## config.mk

```make
export PLATFORM = sky130hd
export DESIGN_NAME = exception_controller
export DESIGN_NICKNAME = d
export VERILOG_FILES = /design/src/rtl/exception_controller.sv
export SDC_FILE = /design/constraint.sdc
export NUM_CORES = 1
export LEC_CHECK = 0
export CORE_MARGIN = 10
export CORE_UTILIZATION = 48
export CTS_BUF_LIST = sky130_fd_sc_hd__clkbuf_8
export CTS_CLUSTER_SIZE = 25
export DETAILED_ROUTE_END_ITERATION = 8
export HOLD_SLACK_MARGIN = 0.12
export MAX_ROUTING_LAYER = met4
export PLACE_DENSITY = 0.89
export SLEW_MARGIN = 5
export SYNTH_ARGS = -nofsm -noshare
export SYNTH_HDL_FRONTEND = slang
export SYNTH_SLANG_ARGS = --single-unit
```

## constraint.sdc

```tcl
create_clock -name clk -period 1.8 [get_ports clk]
set_input_delay 0.27 -clock clk [delete_from_list [all_inputs] [get_ports clk]]
set_output_delay 0.27 -clock clk [all_outputs]
set_load 0.02 [all_outputs]
```

## src/rtl/exception_controller.sv

```systemverilog
// rtl/exception_controller.sv - prioritising exception controller with pending latch, enable mask and ExcAck/ERet handshake
// Non-nesting: one exception is requested and serviced at a time, lowest index wins.
module exception_controller #(
    parameter int NSRC = 4,
    parameter int CW   = 8
) (
    input  logic            clk,
    input  logic            reset,
    input  logic [NSRC-1:0] irq_req,
    input  logic            ExcAck,
    input  logic            ERet,
    input  logic            mask_we,
    input  logic [NSRC-1:0] mask_wdata,
    output logic            Exc,
    output logic [3:0]      EStatus,
    output logic [NSRC-1:0] pending,
    output logic            in_handler,
    output logic [CW-1:0]   exc_count,
    output logic            spurious_eret
);

    typedef enum logic [1:0] {
        S_IDLE,
        S_REQ,
        S_SERVICE
    } state_t;

    state_t          state;
    state_t          state_next;
    logic [NSRC-1:0] mask;
    logic [NSRC-1:0] cand;
    logic [NSRC-1:0] clr;
    logic [3:0]      sel;
    logic [3:0]      cur_src;
    logic            start;
    logic            take;
    logic            finish;

    assign cand = pending & mask;

    // Scan from the top down so the lowest set index is the last one written.
    always_comb begin
        sel = 4'd0;
        for (int i = NSRC - 1; i >= 0; i--) begin
            if (cand[i]) begin
                sel = 4'(i);
            end
        end
    end

    always_comb begin
        for (int i = 0; i < NSRC; i++) begin
            clr[i] = take && (cur_src == 4'(i));
        end
    end

    always_ff @(posedge clk or negedge reset) begin
        if (!reset) begin
            state <= S_IDLE;
        end else begin
            state <= state_next;
        end
    end

    always_comb begin
        state_next = state;
        Exc        = 1'b0;
        in_handler = 1'b0;
        start      = 1'b0;
        take       = 1'b0;
        finish     = 1'b0;
        case (state)
            S_IDLE: begin
                if (|cand) begin
                    start      = 1'b1;
                    state_next = S_REQ;
                end
            end
            S_REQ: begin
                Exc = 1'b1;
                if (ExcAck) begin
                    take       = 1'b1;
                    state_next = S_SERVICE;
                end
            end
            S_SERVICE: begin
                in_handler = 1'b1;
                if (ERet) begin
                    finish     = 1'b1;
                    state_next = S_IDLE;
                end
            end
            default: begin
                state_next = S_IDLE;
            end
        endcase
    end

    // New requests win over the clear of the source being acknowledged.
    always_ff @(posedge clk or negedge reset) begin
        if (!reset) begin
            pending <= '0;
            mask    <= '1;
        end else begin
            pending <= (pending & ~clr) | irq_req;
            if (mask_we) begin
                mask <= mask_wdata;
            end
        end
    end

    // EStatus is latched on entry to REQ so later requests or mask writes cannot disturb it.
    always_ff @(posedge clk or negedge reset) begin
        if (!reset) begin
            EStatus <= 4'd0;
            cur_src <= 4'd0;
        end else if (start) begin
            EStatus <= sel + 4'd1;
            cur_src <= sel;
        end else if (finish) begin
            EStatus <= 4'd0;
        end
    end

    always_ff @(posedge clk or negedge reset) begin
        if (!reset) begin
            exc_count     <= '0;
            spurious_eret <= 1'b0;
        end else begin
            if (take && (exc_count != {CW{1'b1}})) begin
                exc_count <= exc_count + 1'b1;
            end
            if (ERet && (state != S_SERVICE)) begin
                spurious_eret <= 1'b1;
            end
        end
    end

endmodule

```

# After elaboration in Yosys (flattened, before gate mapping)
# Index checks and enable logic that the tools add are counted.
[word_totals]
memories = 0
mem_bits_ro = 0
elab_cells = 52
latch_bits = 0
input_bits = 13
output_inout_bits = 19
mem_bits_rw = 0
ff_bits = 27
[classes]
add_sub_neg = 2
muxes = 18
n_eq_ne = 10
n_lt_le_gt_ge = 0
div = 0
n_mul = 0
shift = 0
reduce_logical = 11
n_bitwise = 4
[op_table]
columns = ["cell", "n"]
rows = [
  ["$mux W2", 7],
  ["$add A8 B1 Y8 const B", 1],
  ["$and A4 B4 Y4", 2],
  ["$eq A4 B2 Y1 const B", 2],
  ["$mux W1", 8],
  ["$mux W4", 2],
  ["$ne A2 B2 Y1 const B", 4],
  ["$ne A8 B8 Y1 const B", 1],
  ["$logic_and A1 B1 Y1", 6],
  ["$pmux W2 S3", 1],
  ["$add A4 B1 Y4 const B", 1],
  ["$eq A4 B1 Y1 const B", 1],
  ["$logic_not A4 Y1", 1],
  ["$not A4 Y4", 1],
  ["$or A4 B4 Y4", 1],
  ["$reduce_or A4 Y1", 1],
  ["$reduce_and A3 Y1", 1],
  ["$eq A2 B1 Y1 const B", 1],
  ["$eq A2 B2 Y1 const B", 1],
  ["$logic_not A2 Y1", 1],
  ["$reduce_bool A2 Y1", 1],
]

# Depth between registers and ports, before layout
# Gate-level depths: netlist (run 1).
[logic_depth]
word_depth = 7
ltp_mapped = 6

# Least setup slack after synthesis (run 1)
# Ideal clock, no wire load.
[synth_timing]
path_kind = "flip-flop to flip-flop"
startpoint = "register pending[1]"
endpoint = "register cur_src[0]"
setup_slack_ps = 175
setup_time_ps = 125
path_stages_with_launch = 5
arrival_ps = 1500
period_less_slack_ps = 1625
required_ps = 1675
path_buffers = 0
path_cell_list = "dfrtp_1 > a22o_1 > a221o_1 > nand2_1 > mux2_2"
[synth_via]
elab_chain_len = 4
[synth_rtl]
columns = ["element", "line", "source"]
rows = [
  ["start: declaration", "16", "output logic [NSRC-1:0] pending,"],
  ["start signal: assignment", "105", "pending <= (pending & ~clr) | irq_req;"],
  ["$and A4 B4 Y4 (*)", "39", "assign cand = pending & mask;"],
  ["$reduce_or A4 Y1", "74", "if (|cand) begin"],
  ["$mux W1", "74", ""],
  ["$mux W1", "72", "case (state)"],
  ["end signal: assignment", "119", "cur_src <= sel;"],
  ["end: declaration", "34", "logic [3:0] cur_src;"],
]
# Every way passes the cells marked *; elsewhere a longest branch is shown, timed or not.
# A chain may end at the register's enable or synchronous reset.

# Worst setup path in the final report (run 1)
[layout_timing]
startpoint = "register state[0]"
endpoint = "output port in_handler"
[layout_via]
elab_chain_len = 2
[layout_rtl]
columns = ["element", "line", "source"]
rows = [
  ["start: declaration", "28", "state_t state;"],
  ["start signal: assignment", "61", "state <= state_next;"],
  ["$eq A2 B2 Y1", "72", ""],
  ["$mux W1", "72", ""],
  ["end: declaration", "17", "output logic in_handler,"],
]
# Every way passes these cells.

==> metrics.log, run 1 <==
[metrics] worst r2r path cells: 4
[metrics] CTS tree: yes
[metrics] peak fanout along the critical path: 7
[metrics] clock-pin transition on the worst setup and hold timing paths: 0.08 ns
[metrics] fraction of layout instances using a drive strength above 1: 0.177
[metrics] most common library cell in the layout ignoring fill and taps: sky130_fd_sc_hd__clkdlybuf4s50_1
[metrics] crit share post-route: 0.923
[metrics] Post-synth EDFFs: 0
[metrics] average wire per cell in the routed design: 15.9 um
[metrics] category of the worst setup path launch point: flop
[metrics] Hold WC Path Type: input pin to asynchronous set/reset pin
[metrics] Die Ht: 68.3 um
[metrics] Detail Route Antenna Nets: 0
[metrics] Pwr Density: 1390 nW/um2
[metrics] maximum count of clock buffers along a single path: 2
[metrics] category of the most critical setup path: flop to output pin
[metrics] worst setup path end: in_handler
[metrics] share of synthesized area occupied by flip-flops and latches: 0.541
[metrics] minimum setup slack after placement: -0.0426 ns
[metrics] I/O pins: 32
[metrics] DP HPWL: 1970 um
[metrics] ys flop type: sky130_fd_sc_hd__dfrtp_1
[metrics] endpoint kind of the worst setup timing path: output pin
[metrics] unrepaired setup endpoints after global routing: no
[metrics] final design instance area without fill: 1500 um2
[metrics] final setup margin: 0.139 ns
[metrics] worst-case register-to-register setup slack: 0.27 ns
[metrics] remaining global-route overflow: 0
[metrics] area enclosed by the die boundary: 4660 um2
[metrics] GP Congestion: 0.895
[metrics] number of buffers added on ports: 30
[metrics] core outline area: 2210 um2
[metrics] cell with the largest stage delay on the worst path: sky130_fd_sc_hd__dfrtp_1
[metrics] maximum number of pins on one net before global-route repair: 25
[metrics] total detailed-routing wirelength: 2510 um
[metrics] flip-flop and latch count after synthesis: 24
[metrics] total inserted antenna cells: 0
[metrics] layout filler cell count: 174
[metrics] number of different library cells in the post-synthesis netlist: 37
[metrics] Final Slew Violations: 0
[metrics] origin of the worst setup path: state[0]
[metrics] average instance area after synthesis: 11.7 um2
[metrics] Cell Rows: 17
[metrics] number of endpoints with negative hold slack in the final report: 0
[metrics] arrival time at the worst endpoint: 1.39 ns
[metrics] portion of synthesized cell area occupied by the leading cell type: 0.447
[metrics] Post-Route Utilization: 0.676
[metrics] remaining routing DRC violations: 0
[metrics] area overhead of the layout relative to synthesis: 33.8%
[metrics] buffer type at the clock tree root: sky130_fd_sc_hd__clkbuf_8
[metrics] skew final: 0.00116 ns
[metrics] status: completed
[metrics] summed instance area of the synthesized netlist: 1120 um2
[metrics] biggest cell delay along the critical path: 0.44 ns
[metrics] standard cell area after detailed placement: 1460 um2
[metrics] Max H-tree Level: 1
[metrics] Critical Path RT: 1.53 ns
[metrics] FF-to-FF End: cur_src[0]
[metrics] vias after detailed routing: 880
[metrics] Peak Freq: 0.602 GHz
[metrics] maxcap violations: 0
[metrics] die extent in x: 68.3 um
[metrics] post-synthesis net count: 111
[metrics] number of sinks driven by the clock tree: 24
[metrics] number of global-route vias before repair: 936
[metrics] number of buffers created by CTS: 3
[metrics] starting utilization of the core area: 0.506
[metrics] violation count after the first detailed-route iteration: 19
[metrics] dominant cells by area after synthesis: sky130_fd_sc_hd__dfrtp_1 45%, sky130_fd_sc_hd__dfstp_2 9.4%, sky130_fd_sc_hd__mux2_2 7.0%
[metrics] synthesis warning total: 0
[metrics] Reg-to-Reg Start: pending[1]
[metrics] first-pass GRT wire length: 4230 um
[metrics] Avg Vias per Cell: 5.57
[metrics] top cell type by total area after synthesis: sky130_fd_sc_hd__dfrtp_1
[metrics] clock latency at the later pin of the worst-skew pair: 0.26 ns
[metrics] Max VDD drop: 1.04 mV
[metrics] final critical-path required period: 1.66 ns
[metrics] static leakage power: 0.648 nW
[metrics] Cells after Synth: 96
[metrics] ordered cell list for the critical path: or2b_1 -> inv_1 -> dlygate4sd2_1
[metrics] Total Routing Usage GR: 0.123
[metrics] number of antenna violations at the first check in global routing: 0
[metrics] total number of nets in the final design: 147
[metrics] commonest cells after routing, fill and taps aside: 28 x sky130_fd_sc_hd__clkdlybuf4s50_1, 20 x sky130_fd_sc_hd__dfrtp_1, 12 x sky130_fd_sc_hd__nand2_1
[metrics] Finish-stage setup viols: 0
[metrics] proportion of synthesized flip-flops having asynchronous set or reset: 1.00
[metrics] number of iterations in the first detailed-routing pass: 4
-- final cells by class --
cell class              instances  area [um2]  share of cell area
multi-input cells              67         483               0.323
inverters                       3        11.3             0.00753
well taps                      28        35.0              0.0234
clock buffers                   3        41.3              0.0276
flip-flops and latches         24         606               0.405
repair buffers                 33         320               0.214
-- worst min-delay path by stage --
stage	cells past startpoint	to	slack (ns)	start
6_report	2	pending[0]	0.37	reset
4_1_cts	2	pending[0]	0.38	reset
3_3_place_gp	1	spurious_eret	0.44	spurious_eret
3_5_place_dp	1	spurious_eret	0.45	spurious_eret
2_1_floorplan	0	EStatus[0]	-0.03	reset
5_1_grt	2	pending[0]	0.39	reset
-- through the flow --
step                      hold WS [ns]  setup TNS, ns  std cells  power (mW)
after floorplan                -0.0256              0         96        1.39
after global placement           0.441              0        155        1.78
after detailed placement         0.449        -0.0815        155        1.82
after CTS                        0.378              0        158        2.12
after global routing             0.395              0        158        2.25
final                            0.365              0        158        2.09
-- power by group --
part	switching, mW	internal, mW	total (mW)
clock	0.157	0.149	0.306
combinational	0.436	0.452	0.888
sequential	0.186	0.706	0.893
-- metal layers --
layer / vias to the layer above / part of all wire / track usage
met5: - / 0 / -
met4: 0 / 0.013 / 0.0151
met3: 4 / 0.090 / 0.0538
met2: 31 / 0.50 / 0.222
met1: 434 / 0.40 / 0.122
li1: 411 / - / -
-- Yosys cell counts, types with 2 or more instances --
library cell,n
sky130_fd_sc_hd__nand3_1,3
sky130_fd_sc_hd__dfrtp_1,20
sky130_fd_sc_hd__xnor2_1,3
sky130_fd_sc_hd__ha_1,2
sky130_fd_sc_hd__inv_1,3
sky130_fd_sc_hd__nor2_1,4
sky130_fd_sc_hd__dfstp_2,4
sky130_fd_sc_hd__nand2_1,12
sky130_fd_sc_hd__o21ai_0,2
sky130_fd_sc_hd__mux2_2,7
sky130_fd_sc_hd__nand2b_1,2
sky130_fd_sc_hd__a21o_1,3
sky130_fd_sc_hd__nand4_1,2
sky130_fd_sc_hd__mux2i_1,3
sky130_fd_sc_hd__a21oi_1,4
-- worst max-delay path, delay by kind of cell, from the launching register on --
kind,cells,cell delay (ns)
buffers and inverters,2,0.41
and+or+nand+nor,1,0.27
DFF,1,0.44
-- logic make-up after synthesis --
family / Yosys count / share of synthesized area
xor+xnor: 4 / 0.0313
simple gates: 34 / 0.172
mux: 11 / 0.111
fa+ha+maj: 2 / 0.0224
other cells: 1 / 0.00335
compound gates: 15 / 0.0917
buf+inv: 5 / 0.0268
flops: 24 / 0.541
-- registers in the layout, indices dropped and copies added, names as in the netlist --
register / count
EStatus: 3
pending: 4
exc_count: 8
state: 2
cur_src: 2
spurious_eret: 1
mask: 4
-- what timing repair did --
action | CTS | global route
hold buffers | 0 | 0
gates resized for setup | 2 | 0
buffers inserted | 0 | 0
endpoints found under the setup margin | 2 | 0
(Power assumes the default switching activity.)
==> inputs of run 2 (changes only) <==
--- a/config.mk
+++ b/config.mk
@@ -5,9 +5,12 @@
 export SDC_FILE = /design/constraint.sdc
 export NUM_CORES = 1
 export LEC_CHECK = 0
+export CELL_PAD_IN_SITES_DETAIL_PLACEMENT = 1
+export CELL_PAD_IN_SITES_GLOBAL_PLACEMENT = 1
 export CORE_MARGIN = 10
-export CORE_UTILIZATION = 48
+export CORE_UTILIZATION = 37
 export CTS_BUF_LIST = sky130_fd_sc_hd__clkbuf_8
+export CTS_CLUSTER_DIAMETER = 80
 export CTS_CLUSTER_SIZE = 25
 export DETAILED_ROUTE_END_ITERATION = 8
 export HOLD_SLACK_MARGIN = 0.12
==> metrics.log, run 2 (same netlist as run 1, synthesis figures left out) <==
[metrics] status: completed
[metrics] Hold WC Path Type: input pin to asynchronous set/reset pin
[metrics] CTS tree: yes
[metrics] Max VDD drop: 0.762 mV (-27%)
[metrics] average wire per cell in the routed design: 17.1 um (+7.3%)
[metrics] Avg Vias per Cell: 5.35 (-4.0%)
[metrics] clock-pin transition on the worst setup and hold timing paths: 0.08 ns (about the same)
[metrics] DP HPWL: 2270 um (+15%)
[metrics] final setup margin: 0.165 ns (+0.0261 ns)
[metrics] vias after detailed routing: 877 (-0.34%)
[metrics] number of antenna violations at the first check in global routing: 0 (unchanged)
[metrics] GP Congestion: 0.911 (+1.8%)
[metrics] ordered cell list for the critical path: or2b_1 -> inv_1 -> dlygate4sd2_1
[metrics] number of iterations in the first detailed-routing pass: 3 (-1)
[metrics] Pwr Density: 1410 nW/um2 (+0.83%)
[metrics] total detailed-routing wirelength: 2800 um (+11%)
[metrics] standard cell area after detailed placement: 1480 um2 (+1.3%)
[metrics] Finish-stage setup viols: 0 (unchanged)
[metrics] largest reg by FF count: exc_count
[metrics] remaining global-route overflow: 0 (unchanged)
[metrics] category of the most critical setup path: flop to output pin
[metrics] flip-flop count of the largest register, all copies and words added: 8 (unchanged)
[metrics] unrepaired setup endpoints after global routing: no
[metrics] number of sinks driven by the clock tree: 24 (unchanged)
[metrics] Max H-tree Level: 1 (unchanged)
[metrics] I/O pins: 32 (unchanged)
[metrics] fraction of layout instances using a drive strength above 1: 0.188 (+0.0110)
[metrics] commonest cells after routing, fill and taps aside: 28 x sky130_fd_sc_hd__clkdlybuf4s50_1, 20 x sky130_fd_sc_hd__dfrtp_1, 12 x sky130_fd_sc_hd__nand2_1
[metrics] number of buffers inserted by post-CTS setup repair: 0 (unchanged)
[metrics] Total Routing Usage GR: 0.111 (-0.0115)
[metrics] maximum count of clock buffers along a single path: 2 (unchanged)
[metrics] core outline area: 2830 um2 (+28%)
[metrics] total inserted antenna cells: 0 (unchanged)
[metrics] Critical Path RT: 1.53 ns (about the same)
[metrics] total number of nets in the final design: 149 (+1.4%)
[metrics] cell with the largest stage delay on the worst path: sky130_fd_sc_hd__dfrtp_1
[metrics] number of standard cells in the layout, taps in and fillers out: 164 (+3.8%)
[metrics] top flop regs: exc_count x8, mask x4, pending x4
[metrics] Die Ht: 75.0 um (+9.8%)
[metrics] starting utilization of the core area: 0.395 (-0.110)
[metrics] minimum setup slack after placement: -0.0334 ns (+0.00920 ns)
[metrics] most common library cell in the layout ignoring fill and taps: sky130_fd_sc_hd__clkdlybuf4s50_1
[metrics] static leakage power: 0.663 nW (+2.4%)
[metrics] number of buffers created by CTS: 3 (unchanged)
[metrics] buffer type at the clock tree root: sky130_fd_sc_hd__clkbuf_8
[metrics] layout filler cell count: 317 (+82%)
[metrics] number of buffers added on ports: 30 (unchanged)
[metrics] category of the worst setup path launch point: flop
[metrics] Peak Freq: 0.611 GHz (+1.6%)
[metrics] maximum number of pins on one net before global-route repair: 25 (unchanged)
[metrics] violation count after the first detailed-route iteration: 37 (+18)
[metrics] first-pass GRT wire length: 4730 um (+12%)
[metrics] peak fanout along the critical path: 6 (-1)
[metrics] biggest cell delay along the critical path: 0.42 ns (-0.02 ns)
[metrics] final design instance area without fill: 1520 um2 (+1.5%)
[metrics] number of global-route vias before repair: 1006 (+7.5%)
[metrics] maxcap violations: 0 (unchanged)
[metrics] number of endpoints with negative hold slack in the final report: 0 (unchanged)
[metrics] Detail Route Antenna Nets: 0 (unchanged)
[metrics] area overhead of the layout relative to synthesis: 35.8%
[metrics] remaining routing DRC violations: 0 (unchanged)
[metrics] crit share post-route: 0.909 (-0.0145)
[metrics] final critical-path required period: 1.64 ns (-0.0261 ns)
[metrics] # placed instances: 160 (+3.2%)
[metrics] area enclosed by the die boundary: 5620 um2 (+21%)
[metrics] endpoint kind of the worst setup timing path: output pin
[metrics] arrival time at the worst endpoint: 1.37 ns (-0.02 ns)
[metrics] die extent in x: 75.0 um (+9.8%)
[metrics] clock latency at the later pin of the worst-skew pair: 0.26 ns (about the same)
[metrics] Cell Rows: 19 (+2)
[metrics] Final Slew Violations: 0 (unchanged)
[metrics] skew final: 0.00503 ns (+0.00386 ns)
run 2: cell count changes in the layout (fill, tap and decap cells not counted), sizes merged:
cell	delta
buf	+2
inv	+1
run 2: timing repair:
| action | in CTS | in global routing |
|---|---|---|
| setup endpoints to repair | 2 | 0 |
| hold buffers | 0 | 0 |
| gates resized for setup | 2 | 0 |
run 2: worst paths after layout:
check,cells past startpoint,end,slack (ns),start
setup / recovery,3,in_handler,0.16,state[1]
hold / removal,2,state[0],0.38,reset
setup reg to reg,4,cur_src[0],0.25,pending[1]
hold reg to reg,1,spurious_eret,0.47,spurious_eret
max in group asynchronous,2,mask[0],1.13,reset
min in group clk,1,spurious_eret,0.47,spurious_eret
run 2: metal layers:
metal | GRT usage | up-vias | routed length (um)
met1 | 0.127 | 443 | 1150
met2 | 0.190 | 19 | 1450
met4 | 0.0252 | 0 | 0
li1 | - | 415 | -
met5 | - | - | 0
met3 | 0.0302 | 0 | 198
run 2: metrics by stage:
stage | power, mW | utilization | TNS [ns] | hold WS, ns
6_report | 2.14 | 0.537 | 0 | 0.379
5_1_grt | 2.29 | 0.537 | 0 | 0.415
4_1_cts | 2.17 | 0.537 | 0 | 0.390
3_3_place_gp | 1.81 | 0.522 | -0.00187 | 0.440
2_1_floorplan | 1.39 | - | 0 | -0.0256
3_5_place_dp | 1.86 | 0.522 | -0.0452 | 0.456
run 2: where the power goes:
part | total, mW | internal (mW) | switching [mW]
sequential | 0.882 | 0.706 | 0.176
clock | 0.311 | 0.152 | 0.159
combinational | 0.943 | 0.476 | 0.467
run 2: cell type report:
class / count / area [um2] / share of cell area
clock inverters: 1 / 3.75 / 0.00247
well taps: 31 / 38.8 / 0.0255
repair buffers: 35 / 335 / 0.221
clock buffers: 3 / 41.3 / 0.0272
multi-input cells: 67 / 483 / 0.318
inverters: 3 / 11.3 / 0.00741
flip-flops and latches: 24 / 606 / 0.399
run 2: critical path, delay by kind of cell (launching register included):
family,cells,cell delay [ns]
flops,1,0.42
buf+inv,2,0.41
simple gates,1,0.28
==> inputs of run 3 (changes only) <==
==> constraint.sdc (replaced) <==
create_clock -name clk -period 1.6 [get_ports clk]
set_input_delay 0.24 -clock clk [delete_from_list [all_inputs] [get_ports clk]]
set_output_delay 0.24 -clock clk [all_outputs]
set_load 0.02 [all_outputs]
==> metrics.log, run 3 (same netlist as run 1, synthesis figures left out) <==
[metrics] status: completed
[metrics] FF-to-FF End: exc_count[6]
[metrics] Die Ht: 75.0 um (unchanged)
[metrics] peak fanout along the critical path: 4 (-2)
[metrics] total number of nets in the final design: 154 (+3.4%)
[metrics] CTS tree: yes
[metrics] Avg Vias per Cell: 5.28 (-1.2%)
[metrics] Reg-to-Reg Start: state[1]
[metrics] clock-pin transition on the worst setup and hold timing paths: 0.08 ns (about the same)
[metrics] Total Routing Usage GR: 0.117 (+0.00600)
[metrics] clock latency at the later pin of the worst-skew pair: 0.26 ns (about the same)
[metrics] category of the most critical setup path: flop to output pin
[metrics] Hold WC Path Type: input pin to asynchronous set/reset pin
[metrics] flip-flop count of the largest register, all copies and words added: 8 (unchanged)
[metrics] ordered cell list for the critical path: clkdlybuf4s50_1
[metrics] total detailed-routing wirelength: 2960 um (+5.8%)
[metrics] Max H-tree Level: 1 (unchanged)
[metrics] area of the multi-input gates: 485 um2 (+0.52%)
[metrics] worst path bufs/invs: 1 (-1)
[metrics] maximum number of pins on one net before global-route repair: 25 (unchanged)
[metrics] Cell Rows: 19 (unchanged)
[metrics] remaining global-route overflow: 0 (unchanged)
[metrics] Critical Path RT: 1.36 ns (-0.17 ns)
[metrics] share of total power in sequential cells: 0.401 (-0.012)
[metrics] number of global-route vias before repair: 1051 (+4.5%)
[metrics] Post-Route Utilization: 0.559 (+0.0221)
[metrics] number of iterations in the first detailed-routing pass: 5 (+2)
[metrics] average wire per cell in the routed design: 17.5 um (+2.7%)
[metrics] buffer type at the clock tree root: sky130_fd_sc_hd__clkbuf_8
[metrics] Sequential cell area: 606 um2 (unchanged)
[metrics] worst r2r path cells: 4 (unchanged)
[metrics] cell family contributing the most delay on the critical path: buffers and inverters
[metrics] number of buffers inserted by post-CTS setup repair: 0 (unchanged)
[metrics] layout filler cell count: 304 (-4.1%)
[metrics] fraction of layout instances using a drive strength above 1: 0.239 (+0.0512)
[metrics] area overhead of the layout relative to synthesis: 41.4%
[metrics] core outline area: 2830 um2 (unchanged)
[metrics] Final Slew Violations: 0 (unchanged)
[metrics] cell with the largest stage delay on the worst path: sky130_fd_sc_hd__clkdlybuf4s50_1
[metrics] Peak Freq: 0.657 GHz
[metrics] top flop regs: exc_count x8, mask x4, pending x4
[metrics] crit share post-route: 0.951
[metrics] I/O pins: 32 (unchanged)
[metrics] switching power: 932 uW (+16%)
[metrics] largest reg by FF count: exc_count
[metrics] maxcap violations: 0 (unchanged)
[metrics] vias after detailed routing: 893 (+1.8%)
[metrics] power consumption: 2.49 mW (+16%)
[metrics] Pwr Density: 1570 nW/um2 (+12%)
[metrics] most common library cell in the layout ignoring fill and taps: sky130_fd_sc_hd__dfrtp_1
[metrics] endpoint kind of the worst setup timing path: output pin
[metrics] total inserted antenna cells: 0 (unchanged)
[metrics] GP Congestion: 0.821 (-9.9%)
[metrics] final critical-path required period: 1.52 ns
[metrics] biggest cell delay along the critical path: 0.63 ns (+0.21 ns)
[metrics] number of antenna violations at the first check in global routing: 0 (unchanged)
[metrics] switching share of total power: 0.374 (-0.000976)
[metrics] number of buffers created by CTS: 3 (unchanged)
[metrics] remaining routing DRC violations: 0 (unchanged)
[metrics] commonest cells after routing, fill and taps aside: 20 x sky130_fd_sc_hd__dfrtp_1, 17 x sky130_fd_sc_hd__clkdlybuf4s50_1, 11 x sky130_fd_sc_hd__nand2_1
[metrics] DP HPWL: 2330 um (+2.6%)
[metrics] first-pass GRT wire length: 4930 um (+4.1%)
[metrics] part of the power in the clock network: 0.162 (+0.016)
[metrics] proportion of power drawn by combinational gates: 0.437 (-0.004)
[metrics] skew final: 0.00202 ns (-0.00301 ns)
[metrics] area enclosed by the die boundary: 5620 um2 (unchanged)
[metrics] starting utilization of the core area: 0.395 (unchanged)
[metrics] number of buffers added on ports: 30 (unchanged)
[metrics] number of endpoints with negative hold slack in the final report: 0 (unchanged)
[metrics] die extent in x: 75.0 um (unchanged)
[metrics] Max VDD drop: 0.663 mV (-13%)
[metrics] unrepaired setup endpoints after global routing: no
[metrics] category of the worst setup path launch point: flop
[metrics] number of sinks driven by the clock tree: 24 (unchanged)
[metrics] arrival time at the worst endpoint: 1.28 ns (-0.09 ns)
[metrics] Detail Route Antenna Nets: 0 (unchanged)
[metrics] violation count after the first detailed-route iteration: 53 (+43%)
[metrics] static leakage power: 0.767 nW (+16%)
[metrics] worst-case register-to-register setup slack: 0.09 ns (-0.16 ns)
[metrics] Finish-stage setup viols: 0 (unchanged)
[metrics] maximum count of clock buffers along a single path: 2 (unchanged)
[metrics] Internal Power: 1.56 mW (+17%)
run 3: what timing repair did:
| action | CTS | global route |
|---|---|---|
| gates resized for setup | 6 | 9 |
| setup endpoints to repair | 5 | 9 |
| hold buffers | 0 | 0 |
run 3: worst max path at each step:
stage / from / endpoint / slack, ns / cells after the start
6_report: exc_count[1] / exc_count[1] / 0.08 / 1
5_1_grt: exc_count[0] / exc_count[6] / 0.009 / 4
4_1_cts: pending[1] / pending[1] / 0.0003 / 2
3_5_place_dp: ExcAck / exc_count[6] / -0.17 / 5
3_3_place_gp: ExcAck / exc_count[6] / -0.15 / 5
2_1_floorplan: pending[1] / cur_src[0] / 0.01 / 4
run 3: area by class of cell:
cell class,count,area share
clock buffers,4,0.0348
inverters,3,0.00712
multi-input cells,67,0.307
flip-flops and latches,24,0.383
well taps,31,0.0245
repair buffers,40,0.244
run 3: metrics by stage:
stage / std cells / setup slack [ns] / TNS, ns / hold WS [ns] / area (um2)
2_1_floorplan: 96 / 0.0147 / 0 / -0.0556 / 1120
3_3_place_gp: 165 / -0.146 / -0.312 / 0.440 / 1520
3_5_place_dp: 165 / -0.173 / -0.434 / 0.454 / 1520
4_1_cts: 169 / 0.000268 / 0 / 0.338 / 1570
5_1_grt: 169 / 0.00915 / 0 / 0.343 / 1580
6_report: 169 / 0.0777 / 0 / 0.334 / 1580
run 3: per-layer routing:
layer	track usage	share of wire	up-vias
met5	-	0	-
met4	0.0315	0	0
met3	0.0315	0.049	0
met2	0.199	0.51	20
met1	0.133	0.44	449
li1	-	-	424
run 3: power groups by stage:
| stage | clock (mW) | combinational [mW] | sequential (mW) |
|---|---|---|---|
| 6_report | 0.403 | 1.09 | 0.997 |
| 5_1_grt | 0.442 | 1.19 | 1.03 |
| 4_1_cts | 0.419 | 1.12 | 0.998 |
| 3_5_place_dp | 0 | 1.15 | 1.01 |
| 3_3_place_gp | 0 | 1.10 | 0.984 |
| 2_1_floorplan | 0 | 0.457 | 1.11 |
